File: src/rtl/lsu_pkg.sv
// lsu_pkg: shared types and constants for the LSU memory initiator.
// Holds the access size and FSM state encodings plus the timeout default.
package lsu_pkg;

    localparam int LSU_TIMEOUT_DEF = 16;
    localparam int LSU_XLEN        = 32;

    typedef enum logic [1:0] {
        SZ_B = 2'd0,
        SZ_H = 2'd1,
        SZ_W = 2'd2
    } size_e;

    typedef enum logic [2:0] {
        IDLE   = 3'd0,
        RD     = 3'd1,
        WR     = 3'd2,
        RMW_RD = 3'd3,
        RMW_WR = 3'd4,
        DONE   = 3'd5
    } state_e;

    // Size 3 is illegal; halves need an even address, words a 4-aligned one.
    function automatic logic bad_access(input logic [1:0] size,
                                        input logic [1:0] lane);
        logic bad;
        bad = 1'b0;
        case (size)
            SZ_B:    bad = 1'b0;
            SZ_H:    bad = lane[0];
            SZ_W:    bad = |lane;
            default: bad = 1'b1;
        endcase
        return bad;
    endfunction

endpackage

File: src/rtl/lsu_lane_align.sv
// lsu_lane_align: combinational byte-lane steering for the LSU initiator.
// Ports: lane/size/is_unsigned select the access; wdata/rdata are the raw
// store and read words; load_data is the extracted, extended load result;
// store_data is the replicated store word; strobe the byte enables.
// With RMW_EN defined, old_word/merged add the read-modify-write merge.
module lsu_lane_align
    import lsu_pkg::*;
(
    input  logic [1:0]  lane,
    input  logic [1:0]  size,
    input  logic        is_unsigned,
    input  logic [31:0] wdata,
    input  logic [31:0] rdata,
`ifdef RMW_EN
    input  logic [31:0] old_word,
    output logic [31:0] merged,
`endif
    output logic [31:0] load_data,
    output logic [31:0] store_data,
    output logic [3:0]  strobe
);

    logic [7:0]  b;
    logic [15:0] h;

    assign b = rdata[{lane, 3'b000} +: 8];
    assign h = rdata[{lane[1], 4'b0000} +: 16];

    always_comb begin
        load_data  = '0;
        store_data = '0;
        strobe     = '0;
        case (size)
            SZ_B: begin
                load_data  = is_unsigned ? {24'b0, b} : {{24{b[7]}}, b};
                store_data = {4{wdata[7:0]}};
                strobe     = 4'b0001 << lane;
            end
            SZ_H: begin
                load_data  = is_unsigned ? {16'b0, h} : {{16{h[15]}}, h};
                store_data = {2{wdata[15:0]}};
                strobe     = 4'b0011 << lane;
            end
            SZ_W: begin
                load_data  = rdata;
                store_data = wdata;
                strobe     = 4'hF;
            end
            default: ;
        endcase
    end

`ifdef RMW_EN
    logic [31:0] mask;

    always_comb begin
        mask = '0;
        for (int i = 0; i < 4; i++) begin
            mask[8*i +: 8] = {8{strobe[i]}};
        end
    end

    // Strobed lanes take the new data, the rest keep the word read back.
    assign merged = (store_data & mask) | (old_word & ~mask);
`endif

endmodule

File: src/rtl/lsu_mem_initiator.sv
// lsu_mem_initiator: turns single LSU load/store ops into word-aligned
// memory requests with strobes and returns aligned, extended load data.
// Ports: req_* operation handshake in; done_* one-cycle completion out;
// mem_r_v/mem_w_v/mem_adr/mem_data/mem_strobe request to the responder;
// mem_resp/mem_resp_valid/mem_resp_error response back.
// Optional: RMW_EN makes sub-word stores read-modify-write.
module lsu_mem_initiator
    import lsu_pkg::*;
#(
    parameter int TIMEOUT = LSU_TIMEOUT_DEF,
    parameter int XLEN    = LSU_XLEN
) (
    input  logic            clk,
    input  logic            rst_n,
    input  logic            req_valid,
    output logic            req_ready,
    input  logic            req_we,
    input  logic [31:0]     req_addr,
    input  logic [XLEN-1:0] req_wdata,
    input  logic [1:0]      req_size,
    input  logic            req_unsigned,
    output logic            done_valid,
    output logic [XLEN-1:0] done_rdata,
    output logic            done_error,
    output logic            mem_r_v,
    output logic            mem_w_v,
    output logic [31:0]     mem_adr,
    output logic [XLEN-1:0] mem_data,
    output logic [3:0]      mem_strobe,
    input  logic [XLEN-1:0] mem_resp,
    input  logic            mem_resp_valid,
    input  logic            mem_resp_error
);

    localparam int CW = $clog2(TIMEOUT) + 1;
    localparam logic [CW-1:0] LAST = CW'(TIMEOUT - 1);

    state_e          state_q, state_d;
    logic            run_q;
    logic            we_q;
    logic [31:0]     addr_q;
    logic [31:0]     wdata_q;
    logic [1:0]      size_q;
    logic            uns_q;
    logic [CW-1:0]   cnt_q, cnt_d;
    logic [31:0]     rdata_q, rdata_d;
    logic            err_q, err_d;
    logic            take;
    logic            bad_in;

    logic [31:0]     load_data;
    logic [31:0]     store_data;
    logic [3:0]      strobe;

`ifdef RMW_EN
    logic [31:0]     rmw_q, rmw_d;
    logic [31:0]     merged;
    localparam state_e SUB_ST = RMW_RD;
`else
    localparam state_e SUB_ST = WR;
`endif

    lsu_lane_align u_align (
        .lane        (addr_q[1:0]),
        .size        (size_q),
        .is_unsigned (uns_q),
        .wdata       (wdata_q),
        .rdata       (mem_resp),
`ifdef RMW_EN
        .old_word    (rmw_q),
        .merged      (merged),
`endif
        .load_data   (load_data),
        .store_data  (store_data),
        .strobe      (strobe)
    );

    assign bad_in = bad_access(req_size, req_addr[1:0]);

    // run_q holds req_ready low until the first edge after reset release.
    assign req_ready = run_q && (state_q == IDLE);

    always_comb begin
        state_d = state_q;
        cnt_d   = cnt_q;
        rdata_d = rdata_q;
        err_d   = err_q;
        take    = 1'b0;
`ifdef RMW_EN
        rmw_d   = rmw_q;
`endif
        unique case (state_q)
            IDLE: begin
                if (req_valid && req_ready) begin
                    take    = 1'b1;
                    cnt_d   = '0;
                    rdata_d = '0;
                    err_d   = 1'b0;
                    unique case (1'b1)
                        bad_in: begin
                            state_d = DONE;
                            err_d   = 1'b1;
                        end
                        !bad_in && !req_we:
                            state_d = RD;
                        !bad_in && req_we && req_size == SZ_W:
                            state_d = WR;
                        !bad_in && req_we && req_size != SZ_W:
                            state_d = SUB_ST;
                        default: ;
                    endcase
                end
            end
            RD: begin
                if (mem_resp_valid) begin
                    state_d = DONE;
                    if (mem_resp_error) err_d = 1'b1;
                    else rdata_d = load_data;
                end else if (cnt_q == LAST) begin
                    state_d = DONE;
                    err_d   = 1'b1;
                end else begin
                    cnt_d = cnt_q + 1'b1;
                end
            end
            WR: begin
                state_d = DONE;
                err_d   = mem_resp_error;
            end
`ifdef RMW_EN
            RMW_RD: begin
                if (mem_resp_valid) begin
                    if (mem_resp_error) begin
                        state_d = DONE;
                        err_d   = 1'b1;
                    end else begin
                        state_d = RMW_WR;
                        rmw_d   = mem_resp;
                    end
                end else if (cnt_q == LAST) begin
                    state_d = DONE;
                    err_d   = 1'b1;
                end else begin
                    cnt_d = cnt_q + 1'b1;
                end
            end
            RMW_WR: begin
                state_d = DONE;
                err_d   = mem_resp_error;
            end
`endif
            DONE:    state_d = IDLE;
            default: state_d = IDLE;
        endcase
    end

    always_ff @(posedge clk or negedge rst_n) begin
        if (!rst_n) begin
            state_q <= IDLE;
            run_q   <= 1'b0;
            we_q    <= 1'b0;
            addr_q  <= '0;
            wdata_q <= '0;
            size_q  <= '0;
            uns_q   <= 1'b0;
            cnt_q   <= '0;
            rdata_q <= '0;
            err_q   <= 1'b0;
`ifdef RMW_EN
            rmw_q   <= '0;
`endif
        end else begin
            state_q <= state_d;
            run_q   <= 1'b1;
            cnt_q   <= cnt_d;
            rdata_q <= rdata_d;
            err_q   <= err_d;
`ifdef RMW_EN
            rmw_q   <= rmw_d;
`endif
            if (take) begin
                we_q    <= req_we;
                addr_q  <= req_addr;
                wdata_q <= req_wdata;
                size_q  <= req_size;
                uns_q   <= req_unsigned;
            end
        end
    end

    // Memory side depends only on registered state and request fields.
    always_comb begin
        mem_r_v    = 1'b0;
        mem_w_v    = 1'b0;
        mem_data   = '0;
        mem_strobe = '0;
        mem_adr    = {addr_q[31:2], 2'b00};
        case (state_q)
            RD: begin
                mem_r_v    = 1'b1;
                mem_strobe = strobe;
            end
            WR: begin
                mem_w_v    = we_q;
                mem_data   = store_data;
                mem_strobe = strobe;
            end
`ifdef RMW_EN
            RMW_RD: begin
                mem_r_v    = 1'b1;
                mem_strobe = 4'hF;
            end
            RMW_WR: begin
                mem_w_v    = 1'b1;
                mem_data   = merged;
                mem_strobe = 4'hF;
            end
`endif
            default: ;
        endcase
    end

    assign done_valid = (state_q == DONE);
    assign done_rdata = done_valid ? rdata_q : '0;
    assign done_error = done_valid && err_q;

endmodule

File: config.mk
export PLATFORM = sky130hd
export DESIGN_NAME = lsu_mem_initiator
export DESIGN_NICKNAME = d
export VERILOG_FILES = /design/src/rtl/lsu_pkg.sv /design/src/rtl/lsu_lane_align.sv /design/src/rtl/lsu_mem_initiator.sv
export SDC_FILE = /design/constraint.sdc
export NUM_CORES = 1
export LEC_CHECK = 0
export ABC_AREA = 1
export BUFFER_PORTS_ARGS = -buffer_cell sky130_fd_sc_hd__buf_2
export CORE_MARGIN = 4
export CORE_UTILIZATION = 30
export DETAILED_ROUTE_END_ITERATION = 8
export PLACE_DENSITY = 0.63
export RECOVER_POWER = 50
export SETUP_SLACK_MARGIN = 0.5
export SLEW_MARGIN = 10
export SYNTH_ARGS = -nofsm -noshare
export SYNTH_HDL_FRONTEND = slang
export SYNTH_SLANG_ARGS = --single-unit
File: constraint.sdc
create_clock -name clk -period 4.3 [get_ports clk]
set_clock_uncertainty 0.1 [all_clocks]
set_input_delay 0.86 -clock clk [delete_from_list [all_inputs] [get_ports clk]]
set_output_delay 0.86 -clock clk [all_outputs]
set_load 0.01 [all_outputs]
* Word-level counts from Yosys, hierarchy flattened
Index checks and enable logic that the tools add are counted.
Cells by class: $add $sub $neg 1, eq/ne operators 17, shift-type cells 4, mux-type cells 32, reductions and logical operators 21
Operators by type and width (number):
- two-way mux 32 bit | 7
- case mux 32 bit (3 select lines) | 2
- case mux 32 bit (2 select lines) | 1
- variable part select 32 x 6 -> 16 bit | 1
- variable part select 32 x 6 -> 8 bit | 1
- case mux 3 bit (3 select lines) | 2
- two-way mux 5 bit | 3
- case mux 4 bit (3 select lines) | 1
- AND reduction 4 bit | 3
- != test 2 bit (second input constant) | 5
- case mux 5 bit (2 select lines) | 1
- two-way mux 1 bit | 9
- two-way mux 3 bit | 3
- logical AND 1 bit | 7
- != test 3 bit (second input constant) | 2
- case mux 1 bit (3 select lines) | 2
- OR reduction 2 bit | 3
- adder 5 x 1 -> 5 bit (second input constant) | 1
- equality test 5 x 4 -> 1 bit (second input constant) | 1
- equality test 2 x 1 -> 1 bit (second input constant) | 2
- equality test 2 bit (second input constant) | 2
- logical NOT 2 bit | 2
- two-way mux 4 bit | 1
- != test 4 x 3 -> 1 bit (second input constant) | 1
- 11 further kinds | 12
Storage, ports and cells: register bits after elaboration 110, logic and storage cells 85

* Longest topological paths before layout
Gate-level depths: netlist (run 1).
word-level depth 9, depth in mapped cells 10, depth with buffers taken out 10

* Modules after synthesis
Synthesis (run 1) repeated with hierarchy kept, for this count alone.
Second synthesis, totals: cells, all modules 1001, area, all modules 6707.7 um2
By module, submodules not included:
- lsu_mem_initiator | instances 1, cells each 660, area each 5253.8 um2, sequential area each 2752.6 um2
- lsu_lane_align | instances 1, cells each 341, area each 1453.9 um2, sequential area each 0.0 um2

* Worst setup path after synthesis (run 1)
No wires, ideal clock.
kind flip-flop to output port, start point reg state_q[0], end point out done_rdata[10], arrival time 1.353 ns, required time 3.340 ns, setup slack 1.987 ns, stages on the path, launching flop included 6, cell sequence dfrtp_1 inv_2 nor3_1 inv_1 clkbuf_1 nor2_1
On the way: longest elaborated chain between the ends 2
RTL lines:
- start: declaration | line lsu_mem_initiator.sv:38 | state_e state_q, state_d;
- start signal: assignment | line lsu_mem_initiator.sv:173 | state_q <= state_d;
- equality test 3 bit | line lsu_mem_initiator.sv:223 | assign done_valid = (state_q == DONE);
- named net done_valid | line lsu_mem_initiator.sv:22 | output logic done_valid,
- two-way mux 32 bit | line lsu_mem_initiator.sv:224 | assign done_rdata = done_valid ? rdata_q : '0;
- end: declaration | line lsu_mem_initiator.sv:23 | output logic [XLEN-1:0] done_rdata,
The timed path passes the listed nets, and every way through them passes these cells.

* Final worst setup path (run 1)
start point reg size_q[0], end point out mem_data[15]
On the way: longest elaborated chain between the ends 3, elaborated cells between the ends (all ways) 5, classes of those cells eq/ne: 2; mux: 2; reduce/logical: 1
RTL lines:
- start: declaration | line lsu_mem_initiator.sv:43 | logic [1:0] size_q;
- start signal: assignment | line lsu_mem_initiator.sv:185 | size_q <= req_size;
- equality test 2 bit, or another cell as far along | line lsu_lane_align.sv:33 | case (size)
- case mux 32 bit (3 select lines) * | line lsu_lane_align.sv:33
- two-way mux 32 bit * | line lsu_mem_initiator.sv:198 | case (state_q)
- end: declaration | line lsu_mem_initiator.sv:28 | output logic [XLEN-1:0] mem_data,
Mark *: on every way between the ends. The rest lies on a longest branch, timed or not.

==> flow_summary_export.csv, run 1 <==
group,metric,value,unit
status,status,"finished with violations",
status,violations,"max-capacitance violations, max-slew violations",
worst_setup_path,reg2reg_depth,8,
global_routing,met1_usage,22.2,%
die,rows,53,
synthesis,synth_seq_area_share,42.5,%
sta,finalSetupTns,0,ns
synthesis,ys_ff_latch,110,
sta,setup_viol,0,
worst_setup_path,rr_startpoint,"addr_q[0]$_DFFE_PN0P_",
global_routing,grt_start_max_net_pins,59,
synthesis,yosysTopAreaCell,"dfrtp_1",
global_routing,antenna_found_initial,2,
worst_setup_path,setup.worst_path.class,"reg2out",
sta,maxSlewViolCount,59,
pwr,p_leak,4.49,nW
worst_setup_path,start_kind,"flop",
synthesis,yosysMostFrequentCell,"nand2_1",
drt,via_per_inst,4.61,
sta,period_minus_slack,3.22,ns
worst_setup_path,cp_data_arrival_time,2.26,ns
placed_design,dp_hpwl,14900,um
sta,period_share,74.8,%
drt,drt_first_pass_iters,5,
cts,hold_buffers,0,
cts,clkLatencyLatePin,0.37,ns
cells_and_area,finalNetCount,1211,
global_routing,grt_usage,17.0,%
pwr,clkPwrFrac,18.2,%
synthesis,synthTopCellsByCount,"nand2_1 (414), dfrtp_1 (110), inv_1 (99)",
synthesis,synth_area_per_cell,6.75,um2
cts,cts_buffers,9,
cts,root_buffer,"clkbuf_16",
synthesis,synth_top_area_share,42.5,%
worst_setup_path,startpoint,"size_q[0]$_DFFE_PN0P_",
cells_and_area,drive_above_1_share,19.4,%
sta,fmax,311,MHz
hold_path,hold_path.class,"reg2reg",
die,core,21200,um2
drt,finalWirelength,20300,um
pwr,internal_power,2.62,mW
pwr,p_per_area,635,nW/um2
die,fp.dieH,155,um
pwr,p_seq_share,37.4,%
placed_design,io_buffers,207,
worst_setup_path,end_kind,"output port",
sta,hold_violations,0,
sta,worst_pin_slew,1.53,ns
cells_and_area,postLayoutCoreUtil,36.4,%
global_routing,use_met2,26.8,%
drt,drt-initial-drc-count,438,
placed_design,gp_congestion,0.828,
pwr,p_sw,2.27,mW
cells_and_area,fin_area,7690,um2
pwr,swShare,46.4,%
sta,slew_headroom,-2.01,%
synthesis,yosys_warnings,0,
worst_setup_path,worstSetupEndpoint,"mem_data[15]",
cells_and_area,area_growth,18.7,%
cells_and_area,fill_cells,2297,
global_routing,gr-total-overflow,0,
pwr,combPwrFrac,44.4,%
synthesis,synth.distinct_cells,33,
cts,cts_buffer_depth,2,
synthesis,synth_ff_type,"dfrtp_1",
synthesis,async_reset_ff_share,100,%
drt,remaining_drc_errors,0,
global_routing,grt_pass1_vias,6239,
worst_setup_path,rrSetupSlack,1.53,ns
placed_design,post_dp_cell_area,7430,um2
cts,cts_sinks,110,
sta,holdWs,0.377,ns
cts,cts_resized,0,
synthesis,synth-edff-count,0,
drt,ant_nets,0,
drt,vias,6377,
synthesis,yosys-top-cells-area,"dfrtp_1 (42%), nand2_1 (24%), nand3_1 (5.9%)",
global_routing,grt.met3_usage,6.31,%
die,die_area,24000,um2
cts,post-cts-setup-buffers,0,
cts,tritoncts,"built",
cts,clk_pin_slew,0.09,ns
sta,rsz0062_at_grt,"false",
pwr,peakVddDrop,0.215,mV
die,die_w,155,um
worst_setup_path,critical_path_required,3.34,ns
cts,htreeDepth,3,
synthesis,syn_inst,960,
drt,wl_per_cell,14.6,um
worst_setup_path,timing.rr.end,"rdata_q[15]$_DFFE_PN0P_",
cells_and_area,antennaDiodeCount,0,
global_routing,top_usage_layer,"met2",
flow_run,maxCapViolations,1,
die,start_util,30.6,%
die,pin_count,210,
worst_setup_path,crit_fanout,18,
pwr,total_power,4.89,mW
synthesis,synth_area,6480,um2
global_routing,grt_pass1_wl,32700,um
-- worst min-delay path by stage --
stage,startpoint,end,slack (ns),depth (start not counted)
floorplan,err_q$_DFFE_PN0P_,err_q$_DFFE_PN0P_,0.34,2
global placement,addr_q[30]$_DFFE_PN0P_,addr_q[30]$_DFFE_PN0P_,0.35,2
detailed placement,addr_q[21]$_DFFE_PN0P_,addr_q[21]$_DFFE_PN0P_,0.36,2
CTS,addr_q[21]$_DFFE_PN0P_,addr_q[21]$_DFFE_PN0P_,0.38,2
global route,addr_q[6]$_DFFE_PN0P_,addr_q[6]$_DFFE_PN0P_,0.40,2
finish,addr_q[21]$_DFFE_PN0P_,addr_q[21]$_DFFE_PN0P_,0.38,2
-- layout by cell type, fill, tap and decap left out, types with 9 or more instances in the layout --
cell type	n
nand3_1	76
nor2_1	67
inv_1	99
dfrtp_1	110
a21oi_1	32
buf_2	176
nand2_1	415
a22oi_1	13
clkbuf_16	9
clkbuf_1	33
o21ai_0	33
-- flip-flops by register name (all words and copies together), names as in the netlist --
name and flops:
err_q 1, uns_q 1, wdata_q 32, cnt_q 5, run_q 1, state_q 3
rdata_q 32, we_q 1, size_q 2, addr_q 32
-- cell families after synthesis --
kind of cell / synth area share, %
and+or+nand+nor: 35.6
buffers and inverters: 13.9
DFF: 42.5
AOI/OAI and AO/OA: 7.20
adders and majority gates: 0.386
other: 0.116
xor gates and xnor gates: 0.135
muxes: 0.154
-- cell type report --
class	count	area [um2]	area share, %
Multi-Input combinational cell	664	2840	36.9
Sequential cell	110	2750	35.8
Timing Repair Buffer	215	1050	13.6
Inverter	104	393	5.11
Tap cell	275	344	4.47
Clock buffer	9	225	2.93
Clock inverter	7	95.1	1.24
-- power groups by stage --
stage	clock, mW	sequential [mW]	combinational (mW)
floorplan	0	1.73	1.84
global placement	0	1.83	2.22
detailed placement	0	1.83	2.25
CTS	0.923	1.83	2.26
global route	0.959	1.89	2.52
finish	0.891	1.83	2.17
-- critical path: stages (launching register included) --
cell     delay, ns
dfrtp_1       0.46
nor2_2        0.66
nor2_1        0.35
nand2_1       0.15
a21oi_1       0.09
buf_2         0.17
-- stage by stage --
step	cells	worst slack [ns]
5_1_grt	1384	0.825
6_report	1384	1.08
2_1_floorplan	961	1.99
3_3_place_gp	1368	1.48
3_5_place_dp	1368	1.46
4_1_cts	1384	1.04
-- metal layers --
metal / share of wire (%) / wire length [um] / up-vias
li1: - / - / 3191
met1: 43 / 8630 / 2913
met2: 45 / 9160 / 246
met3: 11 / 2190 / 23
met4: 1.3 / 271 / 4
met5: 0.069 / 14 / -
Power figures use the tool's default switching activity.
==> run 2: changes to the inputs <==
- clock period: 4.3 -> 3 ns (I/O delays scaled with it)
==> flow_summary_export.csv, run 2 (synthesis results as in run 1) <==
group,metric,value,unit
status,status,"finished, final reports clean",
worst_setup_path,worstPathCellList,"nand2_4 > inv_1 > nor2_1 > buf_4 > nand2_1 > a21oi_1 > buf_2",
cells_and_area,most-common-layout-cells,"nand2_1 (411), buf_2 (177), dfrtp_1 (106), inv_1 (97), nand3_1 (76)",
die,die_area,24000,um2
worst_setup_path,critical_path_buf_inv_count,3,
cells_and_area,fill_cells,2339,
die,core,21200,um2
placed_design,dp_hpwl,14900,um
cts,tritoncts,"built",
drt,drt_first_pass_iters,5,
flow_run,maxCapViolations,0,
cts,cts_buffers,9,
sta,maxSlewViolCount,0,
sta,setup_slack,0.597,ns
pwr,p_leak,4.58,nW
die,start_util,30.6,%
cts,clkLatencyLatePin,0.35,ns
hold_path,hold_path.class,"in2async",
cells_and_area,drive_above_1_share,22.2,%
worst_setup_path,crit_fanout,8,
global_routing,antenna_found_initial,1,
drt,remaining_drc_errors,0,
worst_setup_path,cp_slowest_stage_delay,0.48,ns
worst_setup_path,start_kind,"flop",
cts,cts_buffer_depth,2,
worst_setup_path,crit_cells,7,
pwr,p_per_area,912,nW/um2
worst_setup_path,cp_top_family,"flip-flops",
drt,ant_nets,0,
worst_setup_path,worst_path_max_delay_cell,"dfrtp_2",
die,rows,53,
cells_and_area,layout_commonest_cell,"nand2_1",
sta,period_minus_slack,2.40,ns
sta,finalSetupTns,0,ns
global_routing,grt_pass1_wl,32900,um
cells_and_area,top_regs,"addr_q x32, rdata_q x32, wdata_q x32",
pwr,total_power,7.20,mW
cells_and_area,postLayoutCoreUtil,37.3,%
drt,finalWirelength,20400,um
sta,holdWs,0.360,ns
pwr,peakVddDrop,0.399,mV
drt,drt-initial-drc-count,396,
cts,clk_pin_slew,0.08,ns
sta,period_share,80.1,%
cts,htreeDepth,3,
worst_setup_path,cp_data_arrival_time,1.70,ns
sta,rsz0062_at_grt,"false",
sta,worst_pin_slew,1.29,ns
die,die_w,155,um
global_routing,grt_start_max_net_pins,56,
global_routing,grt_pass1_vias,6183,
placed_design,pre_cts_slack,0.740,ns
cts,root_buffer,"clkbuf_16",
cells_and_area,area_growth,21.8,%
global_routing,grt_usage,17.0,%
drt,wl_per_cell,14.5,um
die,pin_count,210,
cells_and_area,finalNetCount,1227,
placed_design,io_buffers,207,
worst_setup_path,reg2reg_depth,7,
cts,cts_sinks,110,
sta,fmax,416,MHz
global_routing,gr-total-overflow,0,
cts,hold_buffers,0,
cells_and_area,multi_input_area,2890,um2
sta,hold_violations,0,
cells_and_area,seq_area,2760,um2
placed_design,gp_congestion,0.818,
worst_setup_path,critical_path_required,2.30,ns
drt,vias,6504,
die,fp.dieH,155,um
worst_setup_path,setup.worst_path.class,"reg2out",
sta,setup_viol,0,
drt,via_per_inst,4.64,
sta,slew_headroom,13.9,%
worst_setup_path,end_kind,"output port",
==> run 2: area by class of cell <==
class	instances	share of cell area [%]
clock inverter	6	0.856
antenna	2	0.0634
multi-input combinational	664	36.6
timing repair buffer	231	15.2
sequential	110	34.9
tap	275	4.36
inverter	104	5.21
clock buffer	9	2.85
==> run 2: worst register-to-register path, delay by kind of cell (launching register included) <==
family,cells,cell delay (ns)
flip-flops,1,0.48
buffers and inverters,2,1.02
AND/OR/NAND/NOR,5,0.55
==> run 2: metal layers <==
layer / up-vias / share of wire (%) / GRT usage (%)
li1: 3223 / - / -
met2: 248 / 46 / 27.0
met5: - / 0.064 / 0
met4: 2 / 1.1 / 3.24
met1: 3013 / 43 / 22.5
met3: 18 / 10 / 6.23
==> run 2: power breakdown <==
group          switching (mW)  leakage (nW)  total [mW]  internal, mW
Sequential              0.454          1.39        2.61          2.15
Combinational            2.22          3.04        3.38          1.15
Clock                   0.625         0.143        1.21         0.587
==> run 2: stage by stage <==
stage          instance area [um2]  std cells
6_report                      7890       1401
5_1_grt                       7890       1399
4_1_cts                       7850       1394
3_5_place_dp                  7510       1377
2_1_floorplan                 6480        961
3_3_place_gp                  7510       1377
==> run 2: worst paths after layout <==
check	from	to	slack, ns
max reg2reg	state_q[1]$_DFFE_PN0P_	addr_q[3]$_DFFE_PN0P_	0.80
min in group clk	req_addr[12]	addr_q[12]$_DFFE_PN0P_	0.36
min	rst_n	rdata_q[18]$_DFFE_PN0P_	0.36
min reg2reg	wdata_q[16]$_DFFE_PN0P_	wdata_q[16]$_DFFE_PN0P_	0.38
max in group asynchronous	rst_n	cnt_q[0]$_DFFE_PN0P_	1.15
max	size_q[1]$_DFFE_PN0P_	mem_data[13]	0.60
==> run 2: timing repair <==
action	4_1_cts	5_1_grt
setup endpoints to repair	21	60
setup buffers	2	5
gates resized for setup	6	22
pin swaps	1	0
